$ cat src/rtl/sweep_ctrl_8bit.sv
// Triangle-sweep sequencer for an external 8-bit up/down counter: seeks to lo, sweeps lo<->hi
// with a programmable dwell at each bound, and counts completed sweeps.
module sweep_ctrl_8bit #(
    parameter int unsigned DWELL_W = 4
) (
    input  logic               clk,
    input  logic               rst_n,
    input  logic               start,
    input  logic               abort,
    input  logic [7:0]         lo,
    input  logic [7:0]         hi,
    input  logic [DWELL_W-1:0] dwell,
    input  logic [7:0]         n_sweeps,
    input  logic [7:0]         cnt_value,
    output logic               cnt_pause,
    output logic               cnt_mode,
    output logic               busy,
    output logic               done,
    output logic               err,
    output logic [7:0]         sweep_cnt
);

    typedef enum logic [2:0] {
        StIdle,
        StSeek,
        StUp,
        StDwellHi,
        StDown,
        StDwellLo,
        StDone
    } state_e;

    localparam logic [DWELL_W-1:0] DwellOne = 1;

    state_e             state_q;
    logic [7:0]         lo_q;
    logic [7:0]         hi_q;
    logic [DWELL_W-1:0] dwell_q;
    logic [7:0]         n_sweeps_q;
    logic [DWELL_W-1:0] dwell_cnt_q;
    logic [7:0]         sweep_cnt_q;
    logic               err_q;

    logic [7:0] sweep_inc;
    logic       last_sweep;
    logic       aborting;

    assign sweep_inc  = (sweep_cnt_q == 8'hFF) ? 8'hFF : sweep_cnt_q + 8'd1;
    assign last_sweep = (n_sweeps_q != 8'd0) && (sweep_inc == n_sweeps_q);
    assign aborting   = abort && (state_q != StIdle);

    always_ff @(posedge clk or negedge rst_n) begin
        if (!rst_n) begin
            state_q     <= StIdle;
            lo_q        <= '0;
            hi_q        <= '0;
            dwell_q     <= '0;
            n_sweeps_q  <= '0;
            dwell_cnt_q <= '0;
            sweep_cnt_q <= '0;
            err_q       <= 1'b0;
        end else begin
            err_q <= 1'b0;
            if (aborting) begin
                state_q <= StIdle;
            end else begin
                unique case (state_q)
                    StIdle: begin
                        if (start && !abort) begin
                            if (lo > hi) begin
                                err_q <= 1'b1;
                            end else begin
                                lo_q        <= lo;
                                hi_q        <= hi;
                                dwell_q     <= dwell;
                                n_sweeps_q  <= n_sweeps;
                                sweep_cnt_q <= '0;
                                state_q     <= StSeek;
                            end
                        end
                    end
                    StSeek: begin
                        if (cnt_value == lo_q) state_q <= StUp;
                    end
                    StUp: begin
                        if (cnt_value == hi_q) begin
                            if (dwell_q != '0) begin
                                dwell_cnt_q <= dwell_q - DwellOne;
                                state_q     <= StDwellHi;
                            end else begin
                                state_q <= StDown;
                            end
                        end
                    end
                    StDwellHi: begin
                        if (dwell_cnt_q == '0) state_q <= StDown;
                        else dwell_cnt_q <= dwell_cnt_q - DwellOne;
                    end
                    StDown: begin
                        if (cnt_value == lo_q) begin
                            if (dwell_q != '0) begin
                                dwell_cnt_q <= dwell_q - DwellOne;
                                state_q     <= StDwellLo;
                            end else begin
                                sweep_cnt_q <= sweep_inc;
                                state_q     <= last_sweep ? StDone : StUp;
                            end
                        end
                    end
                    StDwellLo: begin
                        if (dwell_cnt_q == '0) begin
                            sweep_cnt_q <= sweep_inc;
                            state_q     <= last_sweep ? StDone : StUp;
                        end else begin
                            dwell_cnt_q <= dwell_cnt_q - DwellOne;
                        end
                    end
                    StDone: begin
                        state_q <= StIdle;
                    end
                    default: begin
                        state_q <= StIdle;
                    end
                endcase
            end
        end
    end

    // Mealy controls so the counter halts on the very cycle it reaches a bound.
    always_comb begin
        cnt_pause = 1'b1;
        cnt_mode  = 1'b0;
        if (!aborting) begin
            case (state_q)
                StSeek: begin
                    if (cnt_value != lo_q) begin
                        cnt_pause = 1'b0;
                        cnt_mode  = (cnt_value > lo_q);
                    end
                end
                StUp: begin
                    if (cnt_value != hi_q) cnt_pause = 1'b0;
                end
                StDown: begin
                    cnt_mode = 1'b1;
                    if (cnt_value != lo_q) cnt_pause = 1'b0;
                end
                default: begin
                    cnt_pause = 1'b1;
                end
            endcase
        end
    end

    assign busy      = (state_q != StIdle);
    assign done      = (state_q == StDone);
    assign err       = err_q;
    assign sweep_cnt = sweep_cnt_q;

endmodule

$ cat config.mk
export PLATFORM = sky130hd
export DESIGN_NAME = sweep_ctrl_8bit
export DESIGN_NICKNAME = d
export VERILOG_FILES = /design/src/rtl/sweep_ctrl_8bit.sv
export SDC_FILE = /design/constraint.sdc
export NUM_CORES = 1
export LEC_CHECK = 0
export ABC_AREA = 1
export BUFFER_PORTS_ARGS = -buffer_cell sky130_fd_sc_hd__buf_4
export CORE_UTILIZATION = 50
export DETAILED_ROUTE_END_ITERATION = 8
export PLACE_DENSITY = 0.73
export SYNTH_ARGS = -nofsm -noshare
export SYNTH_HDL_FRONTEND = slang
export SYNTH_SLANG_ARGS = --single-unit
$ cat constraint.sdc
create_clock -name clk -period 2.1 [get_ports clk]
set_input_delay 0.42 -clock clk [delete_from_list [all_inputs] [get_ports clk]]
set_output_delay 0.42 -clock clk [all_outputs]
set_load 0.01 [all_outputs]
==> flow_metrics.py <==
metrics = {
    "run_status": {
        "outcome": "complete, but fails checks",
        "failed_checks": "negative setup slack",
    },
    "grt": {
        "antenna_found_initial": 0,
        "grt_use_met3": 0.0379,
        "grt_use_met1": 0.308,
        "grt_max_degree": 45,
        "grt_pass1_vias": 2722,
        "grtUsageMet2": 0.413,
        "track_usage": 0.237,
        "grt_pass1_wl_mm": 11.8,
        "grt-ovfl-total": 0,
        "grt_busiest_layer": "met2",
    },
    "routing": {
        "post-route-drc-count": 0,
        "drt_wl_total_mm": 6.61,
        "wire_per_inst_um": 11.8,
        "vias": 2826,
        "via_per_inst": 5.06,
        "drt_iter0_drc": 171,
        "drtPass1Iterations": 4,
        "postRouteAntennaNets": 0,
    },
    "clock_tree": {
        "cts_buffers": 5,
        "clk_latency_ns": 0.29,
        "clkTransAtPathRegs_ns": 0.08,
        "htree_levels": 2,
        "cts_root_buf": "clkbuf_8",
        "cts.sinks": 44,
        "cts_tree": "yes",
        "cts_buffer_depth": 2,
    },
    "place": {
        "hpwl_mm": 5.17,
        "place_congestion": 0.878,
        "pre_cts_slack_ns": 0.00870,
        "dp_cells": 547,
        "place.port_buffers": 52,
    },
    "floorplanning": {
        "core_sq_um": 5640,
        "initial_core_util": 0.529,
        "die_area_sq_um": 6280,
        "die_w_um": 79.3,
        "rows": 27,
        "io_pins": 53,
        "dieHeight_um": 79.3,
    },
    "logic_synthesis": {
        "yosys.area.top_type": "dfrtp_1",
        "synth_cells": 422,
        "yosysSeqAreaShare": 0.369,
        "yosysTopAreaCellShare": 0.369,
        "yosys_warnings": 0,
        "syn_avg_cell_area_sq_um": 7.07,
        "synth_area_sq_um": 2980,
        "synth_area_leaders": "dfrtp_1, nand2_1, ha_1",
        "synthesis.nets": 480,
        "synth-seq-cells": 44,
        "synth_cell_type_count": 31,
    },
    "setup_path": {
        "r2r_start": "lo_q[7]",
        "r2r-end": "state_q[1]",
        "cp-start-kind": "flop",
        "timing.critical_path.mode_cell": "nor2_1",
        "slowest_stage": "dfrtp_1",
        "critPathTopFamily": "compound AO/OA/AOI/OAI gates",
        "reg2regPathDepth": 15,
        "critical_path.endpoint": "cnt_mode",
        "crit_arrival_ns": 1.73,
        "cp.depth": 9,
        "crit_chain": "inv_1 -> ha_1 -> a21oi_1 -> o21ai_1 -> a21oi_1 -> nor2_1 -> nor2_1 -> nor2_1 -> buf_4",
        "worstSetupPathType": "flop to output port",
        "reg2reg_slack_ns": 0.26,
        "crit_path_max_fanout": 2,
        "cp_data_required_time_ns": 1.68,
        "critPathCaptureType": "output port",
        "crit_start": "lo_q[3]",
        "critPathMaxStageDelay_ns": 0.36,
        "cp_num_buf_inv": 2,
    },
    "sta": {
        "relSlewSlack": 0.629,
        "final-setup-viol-count": 1,
        "hold_viol": 0,
        "worst_slack_ns": -0.0465,
        "clock-skew-final_ns": 0.00385,
        "period_needed_ns": 2.15,
        "final_max_slew_viol_count": 0,
        "rsz0062_at_grt": "yes",
        "worstMarginPinSlew_ns": 0.557,
        "fin_tns_setup_ns": -0.0465,
        "max_freq_ghz": 0.466,
        "hold_slack_ns": 0.120,
        "fin_crit_sh": 1.02,
    },
    "cells_and_area": {
        "num-nets-final": 544,
        "syn_to_final_growth_pct": 23.8,
        "layout-drive-gt1-share": 0.248,
        "antennaDiodeCount": 0,
        "final_cells": 559,
    },
    "pwr": {
        "p_leak_uw": 0.00197,
        "power_density_nw_per_um2": 1120,
        "peakVddDrop_v": 0.000563,
    },
    "flow_run": {
        "max_cap_violations": 0,
    },
    "hold_path": {
        "hp-class": "input port to asynchronous set/reset pin",
    },
}
power by group:
group	internal (uW)	switching (uW)
Sequential	1170	230
Combinational	924	1250
Clock	263	289
Total	2360	1770
sequential cells by signal, indices dropped and copies added, names as in the netlist:
register / count
err: 1
hi_q: 8
sweep_cnt: 8
n_sweeps_q: 8
state_q: 3
dwell_cnt_q: 4
dwell_q: 4
lo_q: 8
routing by layer:
layer	share of wire	routed length, um	up-vias
met2	0.49	3220	61
met4	0.0098	65	0
met3	0.044	291	8
met1	0.46	3030	1301
met5	0	0	-
li1	-	-	1456
placed cells by master, fill, tap and decap left out, drive strengths merged:
| cell | instances |
|---|---|
| a21oi | 27 |
| buf | 67 |
| clkbuf | 6 |
| clkinv | 3 |
| dfrtp | 44 |
| ha | 18 |
| inv | 57 |
| nand2 | 132 |
| nand3 | 24 |
| nand3b | 1 |
| nand4 | 9 |
| nor2 | 58 |
| nor3 | 1 |
| o21a | 2 |
| o21ai | 29 |
| o21bai | 1 |
| or2 | 3 |
| xnor2 | 5 |
per-stage QoR:
step / area [sq um] / total power, uW / util
2_1_floorplan: 2980 / 2840 / -
3_3_place_gp: 3520 / 3370 / 0.623
3_5_place_dp: 3520 / 3430 / 0.623
4_1_cts: 3650 / 4060 / 0.647
5_1_grt: 3690 / 4540 / 0.655
6_report: 3690 / 4130 / 0.655
worst reg2reg max path, delay by kind of cell, from the launching register on:
kind / cells / cell delay [ns]
DFF: 1 / 0.33
and+or+nand+nor: 11 / 0.77
buffers and inverters: 3 / 0.34
adders and majority gates: 1 / 0.28
cell families after synthesis:
kind of cell / Yosys count / share of synthesized area
and+or+nand+nor: 228 / 0.331
buffers and inverters: 68 / 0.0931
AOI/OAI and AO/OA: 59 / 0.117
DFF: 44 / 0.369
adders and majority gates: 18 / 0.0755
xor gates and xnor gates: 5 / 0.0147
cells in the mapped netlist, drive strengths merged:
master    n
xnor2     5
buf       9
nand3    24
ha       18
or2       3
nand2   132
o21ai    29
clkbuf    1
nand3b    1
nor2     58
o21bai    1
nand4     9
o21a      2
dfrtp    44
inv      57
clkinv    1
nor3      1
a21oi    27
layout make-up:
type,count,area (sq um)
inverters,58,218
well taps,72,90.1
flip-flops and latches,44,1100
multi-input cells,310,1660
clock inverters,2,10.0
fillers,511,1950
repair buffers,67,528
clock buffers,6,82.6
worst min path at each step:
| stage | cells past startpoint | from | endpoint | slack (ns) |
|---|---|---|---|---|
| after floorplan | 0 | rst_n | dwell_cnt_q[0] | 0.12 |
| after global placement | 1 | rst_n | sweep_cnt[4] | 0.45 |
| after detailed placement | 1 | rst_n | sweep_cnt[4] | 0.46 |
| after CTS | 1 | rst_n | sweep_cnt[4] | 0.14 |
| after global routing | 1 | rst_n | sweep_cnt[4] | 0.16 |
| final | 1 | rst_n | n_sweeps_q[3] | 0.12 |
repair_timing:
item                       in CTS  in global routing
pin swaps                       3                  3
cloned                          0                  0
buffers inserted                2                  2
setup endpoints to repair       2                  7
resized for setup              10                  8
hold buffers                    0                  0
hold endpoints to repair        0                  0
(Power assumes the default switching activity.)
